File: src/rtl/gmii_rx_video_parser.sv
// GMII receive parser: strips preamble/SFD, filters on destination MAC and
// EtherType, extracts the video-line header, packs payload bytes into RGB
// pixels and checks the FCS. Inputs are registered once and every output is
// registered, so results appear two cycles after the byte at the pins.
module gmii_rx_video_parser #(
   parameter logic [47:0] LOCAL_MAC = 48'h00_37_76_00_00_01,
   parameter logic [15:0] ETHERTYPE = 16'h88B5,
   parameter logic [10:0] MAX_PIX   = 11'd1280
) (
   input  logic        gmii_rxclk,
   input  logic        sys_rst,
   input  logic        gmii_rxdv,
   input  logic [7:0]  gmii_rxd,
   output logic        line_start,
   output logic [10:0] line_y,
   output logic [10:0] line_len,
   output logic        pix_valid,
   output logic [23:0] pix_data,
   output logic        frame_done,
   output logic        frame_ok,
   output logic [15:0] drop_cnt
);
   typedef enum logic [3:0] {
      S_IDLE, S_PRE, S_DST, S_SRC, S_TYPE, S_HDR, S_PAY, S_TAIL, S_DROP
   } state_t;

   // Reflected-register residue after DST..FCS, expressed in normal bit order.
   localparam logic [31:0] CRC_RESIDUE = 32'hC704DD7B;

   logic        rxdv_reg;
   logic [7:0]  rxd_reg;
   state_t      state_reg, state_next;
   logic [2:0]  cnt_reg, cnt_next;
   logic        loc_ok_reg, loc_ok_next, bc_ok_reg, bc_ok_next;
   logic [10:0] y_reg, y_next;
   logic [2:0]  len_hi_reg, len_hi_next;
   logic [10:0] pix_cnt_reg, pix_cnt_next;
   logic [1:0]  sub_reg, sub_next;
   logic [7:0]  r_reg, r_next, g_reg, g_next;
   logic [2:0]  tail_cnt_reg, tail_cnt_next;
   logic [31:0] crc_reg, crc_next, crc_step, crc_rev;
   logic        line_start_next, pix_valid_next, frame_done_next, frame_ok_next;
   logic [10:0] line_y_next, line_len_next, len_rx;
   logic [23:0] pix_data_next;
   logic [15:0] drop_cnt_next;
   logic        drop_bump, loc_hit, bc_hit, crc_good;
   logic [7:0]  mac_byte [0:7];

   // One byte of the reflected CRC-32 (poly 0x04C11DB7 -> 0xEDB88320).
   function automatic logic [31:0] crc_byte(input logic [31:0] c, input logic [7:0] d);
      logic [31:0] x;
      x = c;
      for (int i = 0; i < 8; i++)
         x = (x >> 1) ^ ((x[0] ^ d[i]) ? 32'hEDB88320 : 32'h0);
      return x;
   endfunction

   genvar gi;
   generate
      // MAC bytes in wire order; slots 6 and 7 are never addressed.
      for (gi = 0; gi < 8; gi++) begin : g_mac
         if (gi < 6) begin : g_byte
            assign mac_byte[gi] = LOCAL_MAC[47-8*gi -: 8];
         end else begin : g_pad
            assign mac_byte[gi] = 8'h00;
         end
      end
      // Bit-reverse the CRC register to compare against the residue constant.
      for (gi = 0; gi < 32; gi++) begin : g_rev
         assign crc_rev[gi] = crc_reg[31-gi];
      end
   endgenerate

   assign crc_step = crc_byte(crc_reg, rxd_reg);
   assign crc_good = (crc_rev == CRC_RESIDUE);
   assign loc_hit  = loc_ok_reg & (rxd_reg == mac_byte[cnt_reg]);
   assign bc_hit   = bc_ok_reg & (rxd_reg == 8'hFF);
   assign len_rx   = {len_hi_reg, rxd_reg};

   // Next-state, datapath and output decode for the frame parser.
   always_comb begin
      state_next      = state_reg;
      cnt_next        = cnt_reg;
      loc_ok_next     = loc_ok_reg;
      bc_ok_next      = bc_ok_reg;
      y_next          = y_reg;
      len_hi_next     = len_hi_reg;
      pix_cnt_next    = pix_cnt_reg;
      sub_next        = sub_reg;
      r_next          = r_reg;
      g_next          = g_reg;
      tail_cnt_next   = tail_cnt_reg;
      crc_next        = crc_reg;
      line_start_next = 1'b0;
      line_y_next     = line_y;
      line_len_next   = line_len;
      pix_valid_next  = 1'b0;
      pix_data_next   = pix_data;
      frame_done_next = 1'b0;
      frame_ok_next   = 1'b0;
      drop_bump       = 1'b0;
      case (state_reg)
         S_IDLE: if (rxdv_reg && rxd_reg == 8'h55) state_next = S_PRE;
         S_PRE: begin
            if (!rxdv_reg) state_next = S_IDLE;
            else if (rxd_reg == 8'hD5) begin
               state_next  = S_DST;
               cnt_next    = 3'd0;
               loc_ok_next = 1'b1;
               bc_ok_next  = 1'b1;
               crc_next    = 32'hFFFFFFFF;
            end else if (rxd_reg != 8'h55) state_next = S_DROP;
         end
         S_DST, S_SRC, S_TYPE, S_HDR, S_PAY: begin
            if (!rxdv_reg) begin
               // Truncated frame: report it and count it as dropped.
               frame_done_next = 1'b1;
               drop_bump       = 1'b1;
               state_next      = S_IDLE;
            end else begin
               crc_next = crc_step;
               cnt_next = cnt_reg + 3'd1;
               case (state_reg)
                  S_DST: begin
                     loc_ok_next = loc_hit;
                     bc_ok_next  = bc_hit;
                     if (!loc_hit && !bc_hit) state_next = S_DROP;
                     else if (cnt_reg == 3'd5) begin
                        state_next = S_SRC;
                        cnt_next   = 3'd0;
                     end
                  end
                  S_SRC: if (cnt_reg == 3'd5) begin
                     state_next = S_TYPE;
                     cnt_next   = 3'd0;
                  end
                  S_TYPE: begin
                     if (rxd_reg != (cnt_reg[0] ? ETHERTYPE[7:0] : ETHERTYPE[15:8]))
                        state_next = S_DROP;
                     else if (cnt_reg[0]) begin
                        state_next = S_HDR;
                        cnt_next   = 3'd0;
                     end
                  end
                  S_HDR: begin
                     case (cnt_reg[1:0])
                        2'd0: y_next      = {rxd_reg[2:0], y_reg[7:0]};
                        2'd1: y_next      = {y_reg[10:8], rxd_reg};
                        2'd2: len_hi_next = rxd_reg[2:0];
                        default: begin
                           if (len_rx == 11'd0 || len_rx > MAX_PIX) state_next = S_DROP;
                           else begin
                              line_start_next = 1'b1;
                              line_y_next     = y_reg;
                              line_len_next   = len_rx;
                              pix_cnt_next    = 11'd0;
                              sub_next        = 2'd0;
                              state_next      = S_PAY;
                           end
                        end
                     endcase
                  end
                  S_PAY: begin
                     case (sub_reg)
                        2'd0: begin r_next = rxd_reg; sub_next = 2'd1; end
                        2'd1: begin g_next = rxd_reg; sub_next = 2'd2; end
                        default: begin
                           pix_valid_next = 1'b1;
                           pix_data_next  = {r_reg, g_reg, rxd_reg};
                           sub_next       = 2'd0;
                           pix_cnt_next   = pix_cnt_reg + 11'd1;
                           if (pix_cnt_reg + 11'd1 == line_len) begin
                              state_next    = S_TAIL;
                              tail_cnt_next = 3'd0;
                           end
                        end
                     endcase
                  end
                  default: ;
               endcase
            end
         end
         S_TAIL: begin
            if (!rxdv_reg) begin
               frame_done_next = 1'b1;
               frame_ok_next   = crc_good && (tail_cnt_reg >= 3'd4);
               drop_bump       = !frame_ok_next;
               state_next      = S_IDLE;
            end else begin
               crc_next = crc_step;
               if (tail_cnt_reg < 3'd4) tail_cnt_next = tail_cnt_reg + 3'd1;
            end
         end
         S_DROP: if (!rxdv_reg) begin
            drop_bump  = 1'b1;
            state_next = S_IDLE;
         end
         default: state_next = S_IDLE;
      endcase
      drop_cnt_next = (drop_bump && drop_cnt != 16'hFFFF) ? drop_cnt + 16'd1 : drop_cnt;
   end

   // Input capture, parser state and registered outputs.
   always_ff @(posedge gmii_rxclk or posedge sys_rst) begin
      if (sys_rst) begin
         rxdv_reg     <= 1'b0;
         rxd_reg      <= 8'h00;
         state_reg    <= S_IDLE;
         cnt_reg      <= 3'd0;
         loc_ok_reg   <= 1'b0;
         bc_ok_reg    <= 1'b0;
         y_reg        <= 11'd0;
         len_hi_reg   <= 3'd0;
         pix_cnt_reg  <= 11'd0;
         sub_reg      <= 2'd0;
         r_reg        <= 8'h00;
         g_reg        <= 8'h00;
         tail_cnt_reg <= 3'd0;
         crc_reg      <= 32'hFFFFFFFF;
         line_start   <= 1'b0;
         line_y       <= 11'd0;
         line_len     <= 11'd0;
         pix_valid    <= 1'b0;
         pix_data     <= 24'h0;
         frame_done   <= 1'b0;
         frame_ok     <= 1'b0;
         drop_cnt     <= 16'h0;
      end else begin
         rxdv_reg     <= gmii_rxdv;
         rxd_reg      <= gmii_rxd;
         state_reg    <= state_next;
         cnt_reg      <= cnt_next;
         loc_ok_reg   <= loc_ok_next;
         bc_ok_reg    <= bc_ok_next;
         y_reg        <= y_next;
         len_hi_reg   <= len_hi_next;
         pix_cnt_reg  <= pix_cnt_next;
         sub_reg      <= sub_next;
         r_reg        <= r_next;
         g_reg        <= g_next;
         tail_cnt_reg <= tail_cnt_next;
         crc_reg      <= crc_next;
         line_start   <= line_start_next;
         line_y       <= line_y_next;
         line_len     <= line_len_next;
         pix_valid    <= pix_valid_next;
         pix_data     <= pix_data_next;
         frame_done   <= frame_done_next;
         frame_ok     <= frame_ok_next;
         drop_cnt     <= drop_cnt_next;
      end
   end
endmodule
File: config.mk
export PLATFORM = sky130hd
export DESIGN_NAME = gmii_rx_video_parser
export DESIGN_NICKNAME = d
export VERILOG_FILES = /design/src/rtl/gmii_rx_video_parser.sv
export SDC_FILE = /design/constraint.sdc
export NUM_CORES = 1
export LEC_CHECK = 0
export ABC_CLOCK_PERIOD_IN_PS = 10900
export CELL_PAD_IN_SITES_DETAIL_PLACEMENT = 0
export CELL_PAD_IN_SITES_GLOBAL_PLACEMENT = 1
export CORE_ASPECT_RATIO = 0.7
export CORE_MARGIN = 2
export CORE_UTILIZATION = 35
export DETAILED_ROUTE_END_ITERATION = 6
export PLACE_DENSITY_LB_ADDON = 0.08
export REMOVE_ABC_BUFFERS = 1
export SYNTH_ARGS = -nofsm -noshare
export SYNTH_HDL_FRONTEND = slang
export SYNTH_SLANG_ARGS = --single-unit
File: constraint.sdc
create_clock -name gmii_rxclk -period 10.9 [get_ports gmii_rxclk]
set_clock_uncertainty 0.1 [all_clocks]
set_input_delay 2.18 -clock gmii_rxclk [delete_from_list [all_inputs] [get_ports gmii_rxclk]]
set_output_delay 2.18 -clock gmii_rxclk [all_outputs]
set_load 0.01 [all_outputs]
==> results_dict.tcl, run 1 <==
set metrics [dict create \
    starting_utilization_of_the_core_area 0.3548 \
    clk-insertion-delay-late_ns 0.43 \
    routed_wl_um 21940 \
    worstPathRequired_ns 11.25 \
    cts.path.max_buffers 2 \
    critical_path.reg2reg.endpoint "line_y[10]$_DFFE_PP0P_" \
    post-layout-total-power_uw 1691 \
    standby_leakage_power_uw 0.004321 \
    slew_headroom 0.2359 \
    cts_hold_repair.buffers 0 \
    post_cts_resize_count 0 \
    grtUsageMet3 0.04110 \
    rsz0062_at_grt "no" \
    number_of_buffers_created_by_cts 17 \
    final-setup-viol-count 0 \
    detailedRoute.firstIterationViolations 302 \
    power-per-cell-area_mw_per_mm2 169.0 \
    grt.met2_usage 0.2535 \
    number_of_clock_sinks_seen_by_cts 162 \
    synth_async_sr_flop_share 1.000 \
    grt_start_max_net_pins 97 \
    grt_use_met1 0.2852 \
    firstDrtPassIters 6 \
    postSynthRegisterBits 162 \
    drt_drc_violations_left 0 \
    drive_above_1_share 0.1632 \
    synthTopCellsByArea "dfrtp_1, dfstp_2, mux2_2" \
    grt_util_all_layers 0.1837 \
    startpoint "sys_rst" \
    dominantRegCellSynth "dfrtp_1" \
    wire_per_inst_um 18.37 \
    worst-r2r-setup-slack_ns 7.40 \
    timing_worst_slew_pin_value_ns 1.146 \
    final_max_slew_viol_count 0 \
    i_o_pins 77 \
    yosysTopAreaCell "dfrtp_1" \
    multi_input_area_sq_mm 0.004026 \
    placementRows 47 \
    synth.cell_area_sq_mm 0.008367 \
    overflow 0 \
    synthesis_to_layout_area_growth_pct 19.56 \
    worst-endpoint-arrival_ns 4.17 \
    num-nets-final 883 \
    top_usage_layer "met1" \
    floorplan.die_area_sq_mm 0.02518 \
    antenna_found_initial 1 \
    flip_flop_and_latch_area_sq_mm 0.004094 \
    clock_tree_from_tritoncts "built" \
    hold-worst-slack_ns 0.3691 \
    worstSetupPathType "in2async" \
    insertedDiodeCount 0 \
    cts_htree_levels 4 \
    run_status "completed" \
    synthMostInstantiatedCell "dfrtp_1" \
    clk_pin_slew_ns 0.07 \
    gpl.final_weighted_congestion 0.7788 \
    chipHeight_um 133.4 \
    peakVddDrop_mv 0.1116 \
    fp.coreArea_sq_mm 0.02358 \
    fin_crit_sh 0.3506 \
    detailed_place_hpwl_um 14900 \
    chipWidth_um 188.8 \
    timing.setup.tns_ns 0 \
    worst_path_maximum_fanout 96 \
    drt.antenna.violating_nets 0 \
    nFillCells 2271 \
    vias_in_the_first_global_route 6225 \
    largest_reg_flops 32 \
    yosysTopAreaCellShare 0.3888 \
    r2r_worst_path_depth 6 \
    synthesis.instances 801 \
    ys_top_cells_by_count "dfrtp_1, nand2_1, xnor2_1" \
    timing.fmax_mhz 261.7 \
    min_period_ns 3.822 \
    ys_types 74 \
    wire_length_of_the_first_global_routing_pass_um 35740 \
    post_synthesis_average_cell_area_sq_um 10.45 \
    crit-reg2reg-launch "state_reg[3]$_DFFE_PP0P_" \
    cap_viol_max_count 0 \
    critPathCaptureType "asynchronous set/reset pin" \
    cts_root_buf "clkbuf_16" \
    cts_setup_buffers 0 \
    ys.warnings.count 0 \
    avgViaCountPerCell 5.223 \
    placement.io_buffers 76 \
    final_hold_viol_count 0 \
    synth_sequential_area_ratio 0.4893 \
    via_count 6236 \
    cp-endpoint "pix_cnt_reg[2]$_DFFE_PP0P_" \
    worstSetupStartpointType "primary input" \
    synth_edf_count 0 \
    min_path_type "reg2reg" \
]
-- final cells by class --
type	instances	area share
clock buffers	18	0.04390
clock inverters	13	0.01526
inverters	18	0.007255
multi-input cells	581	0.4025
flip-flops and latches	162	0.4093
well taps	318	0.03978
repair buffers	84	0.08205
-- where the power goes --
group,switching (uW),total (uW),internal [uW]
Sequential,47.6,695,647
Clock,267,613,346
Combinational,208,383,175
-- worst min-delay path by stage --
stage	from	to	slack, ns	cells past startpoint
finish	g_reg[2]$_DFFE_PP0P_	pix_data[10]$_DFFE_PP0P_	0.37	2
global route	g_reg[5]$_DFFE_PP0P_	pix_data[13]$_DFFE_PP0P_	0.39	2
CTS	r_reg[7]$_DFFE_PP0P_	pix_data[23]$_DFFE_PP0P_	0.37	2
detailed placement	r_reg[7]$_DFFE_PP0P_	pix_data[23]$_DFFE_PP0P_	0.35	2
global placement	g_reg[7]$_DFFE_PP0P_	pix_data[15]$_DFFE_PP0P_	0.35	2
floorplan	g_reg[2]$_DFFE_PP0P_	pix_data[10]$_DFFE_PP0P_	0.33	2
-- cells by family (layout without fill, tap and decap cells) --
logic type                 after synthesis  count (layout)  synth area share
AOI/OAI and AO/OA                      133             133            0.1005
xor gates and xnor gates               106             106            0.1258
adders and majority gates                8               8           0.01196
buffers and inverters                   58             133           0.03036
DFF                                    162             162            0.4893
muxes                                   50              50           0.06864
and+or+nand+nor                        284             284            0.1735
-- worst max-delay path, stage by stage --
cell and delay [ns]:
clkdlybuf4s50_1 0.47, inv_6 0.63, buf_4 0.83
-- cells in the final DEF (no fill, tap or decap), drive strengths merged, types with 6 or more instances in the layout --
cell type      Yosys  layout
dfstp             32      32
inv               17      21
dfrtp            130     130
nor4b              7       7
clkdlybuf4s50      0      76
a21oi             45      45
nand3             22      22
nor2              24      24
xor2              45      45
buf               14       8
nand2            109     109
ha                 8       8
nand4             11      11
xnor2             61      61
and4               6       6
mux2              49      49
clkbuf            26      18
a211oi             6       6
o21ai             29      29
nor3              51      51
nand2b             8       8
nor4               9       9
nor3b              6       6
a31oi              9       9
-- metal layers --
| metal | share of wire | vias up |
|---|---|---|
| met3 | 0.045 | 17 |
| li1 | - | 2963 |
| met2 | 0.42 | 159 |
| met4 | 0.0099 | 0 |
| met5 | 0 | - |
| met1 | 0.53 | 3097 |
-- through the flow --
stage,util,setup slack [ns],area (sq um),instances
final,0.4242,7.079,10000,1194
after floorplan,-,4.296,8180,761
after detailed placement,0.3991,6.467,9412,1163
after CTS,0.4242,6.940,10000,1194
after global placement,0.3991,6.532,9412,1163
after global routing,0.4242,6.720,10000,1194
No activity file was read; power rests on OpenSTA's default activity.
==> inputs of run 2 (changes only) <==
--- a/config.mk
+++ b/config.mk
@@ -5,7 +5,7 @@
 export SDC_FILE = /design/constraint.sdc
 export NUM_CORES = 1
 export LEC_CHECK = 0
-export ABC_CLOCK_PERIOD_IN_PS = 10900
+export ABC_CLOCK_PERIOD_IN_PS = 3800
 export CELL_PAD_IN_SITES_DETAIL_PLACEMENT = 0
 export CELL_PAD_IN_SITES_GLOBAL_PLACEMENT = 1
 export CORE_ASPECT_RATIO = 0.7
==> constraint.sdc (replaced) <==
create_clock -name gmii_rxclk -period 3.8 [get_ports gmii_rxclk]
set_clock_uncertainty 0.1 [all_clocks]
set_input_delay 0.76 -clock gmii_rxclk [delete_from_list [all_inputs] [get_ports gmii_rxclk]]
set_output_delay 0.76 -clock gmii_rxclk [all_outputs]
set_load 0.01 [all_outputs]
==> results_dict.tcl, run 2 (synthesis results as in run 1) <==
set metrics [dict create \
    cts_root_buf "clkbuf_16" \
    rsz0062_at_grt "no" \
    wire_per_inst_um 18.83 \
    chipWidth_um 188.8 \
    avgViaCountPerCell 5.277 \
    final-setup-viol-count 0 \
    vias_in_the_first_global_route 6376 \
    num-nets-final 887 \
    worst_path_maximum_fanout 9 \
    post-layout-total-power_uw 4891 \
    multi_input_area_sq_mm 0.004026 \
    cts_setup_buffers 0 \
    cts_hold_repair.buffers 0 \
    i_o_pins 77 \
    gpl.final_weighted_congestion 0.9138 \
    timing.fmax_mhz 336.9 \
    synthesis_to_layout_area_growth_pct 20.08 \
    via_count 6322 \
    firstDrtPassIters 5 \
    standby_leakage_power_uw 0.004350 \
    cts_htree_levels 4 \
    largest_reg_flops 32 \
    chipHeight_um 133.4 \
    cap_viol_max_count 0 \
    antenna_found_initial 1 \
    power_switching_share 0.3146 \
    number_of_clock_sinks_seen_by_cts 162 \
    internal-power_uw 3352 \
    stdcell_area_sq_mm 0.01005 \
    critPathCaptureType "flip-flop" \
    grt_start_max_net_pins 65 \
    final_hold_viol_count 0 \
    min_period_ns 2.968 \
    final_max_slew_viol_count 0 \
    fp.coreArea_sq_mm 0.02358 \
    worstPathRequired_ns 4.02 \
    layout_common_cells "dfrtp_1, nand2_1, clkdlybuf4s50_1" \
    sequentialPowerShare 0.408 \
    slew_headroom 0.2849 \
    drt.antenna.violating_nets 0 \
    starting_utilization_of_the_core_area 0.3548 \
    insertedDiodeCount 0 \
    fin_crit_sh 0.7812 \
    detailed_place_hpwl_um 15710 \
    nFillCells 2279 \
    worstSetupPathType "reg2reg" \
    cts.path.max_buffers 2 \
    peakVddDrop_mv 0.3277 \
    clock_tree_from_tritoncts "built" \
    drive_above_1_share 0.1670 \
    power-per-cell-area_mw_per_mm2 486.8 \
    routed_wl_um 22560 \
    floorplan.die_area_sq_mm 0.02518 \
    detailedRoute.firstIterationViolations 433 \
    psw_uw 1539 \
    min_path_type "reg2reg" \
    run_status "completed" \
    placementRows 47 \
    placement.io_buffers 76 \
    post_cts_resize_count 0 \
    layout.cells.most_common "dfrtp_1" \
    flip_flop_and_latch_area_sq_mm 0.004094 \
    clk_pin_slew_ns 0.07 \
    p_comb_frac 0.228 \
    number_of_buffers_created_by_cts 17 \
    wire_length_of_the_first_global_routing_pass_um 36950 \
    grt_util_all_layers 0.1905 \
    drt_drc_violations_left 0 \
    overflow 0 \
    share_clk_of_total_power 0.364 \
    worstSetupStartpointType "flip-flop" \
    detailed_place.area_sq_mm 0.009454 \
    timing_worst_slew_pin_value_ns 1.066 \
    clk-insertion-delay-late_ns 0.44 \
    worst-endpoint-arrival_ns 3.19 \
]
==> run 2: path summary, 6_finish.rpt <==
path	start	endpoint	slack (ns)	depth (start not counted)
max in group asynchronous	sys_rst	crc_reg[28]$_DFFE_PP1P_	2.13	3
worst min register to register	r_reg[2]$_DFFE_PP0P_	pix_data[18]$_DFFE_PP0P_	0.37	2
worst max register to register	cnt_reg[0]$_DFFE_PP0P_	state_reg[1]$_DFFE_PP0P_	0.83	8
worst max-delay path	cnt_reg[0]$_DFFE_PP0P_	state_reg[1]$_DFFE_PP0P_	0.83	8
min in group asynchronous	sys_rst	drop_cnt[13]$_DFFE_PP0P_	0.65	2
worst min-delay path	r_reg[2]$_DFFE_PP0P_	pix_data[18]$_DFFE_PP0P_	0.37	2
==> run 2: layer usage <==
metal	global-route usage	wire (um)	up-vias
li1	-	-	2960
met1	0.2920	11790	3188
met2	0.2682	9503	154
met3	0.03662	984	20
met4	0.06033	282	0
met5	0	0	-
==> run 2: final cells by class <==
type / count / share of cell area
repair buffers: 88 / 0.08593
inverters: 18 / 0.007223
clock inverters: 14 / 0.01669
well taps: 318 / 0.03960
multi-input cells: 581 / 0.4007
flip-flops and latches: 162 / 0.4075
clock buffers: 17 / 0.04234
==> run 2: through the flow <==
step	worst slack [ns]	instances	TNS [ns]	util	hold slack (ns)
CTS	0.8623	1198	0	0.4261	0.3700
finish	0.8316	1198	0	0.4261	0.3707
floorplan	-1.384	761	-211.70	-	0.3331
detailed placement	0.8648	1167	0	0.4009	0.3538
global route	0.7096	1198	0	0.4261	0.3916
global placement	0.8243	1167	0	0.4009	0.3489
==> run 2: power groups by stage <==
stage	Combinational (uW)	Sequential (uW)	Clock, uW
finish	1110	2000	1780
global route	1220	2010	1900
CTS	1120	2000	1830
detailed placement	1110	2030	0
global placement	1120	2030	0
floorplan	850	1990	0
==> run 2: worst max-delay path, stage by stage, from the launching register on <==
cell      delay, ns
dfrtp_1        0.53
inv_1          0.14
ha_1           0.27
nor2b_1        0.15
xnor2_1        0.16
a311o_2        0.48
a211oi_1       0.42
o21a_1         0.27
mux2_1         0.33
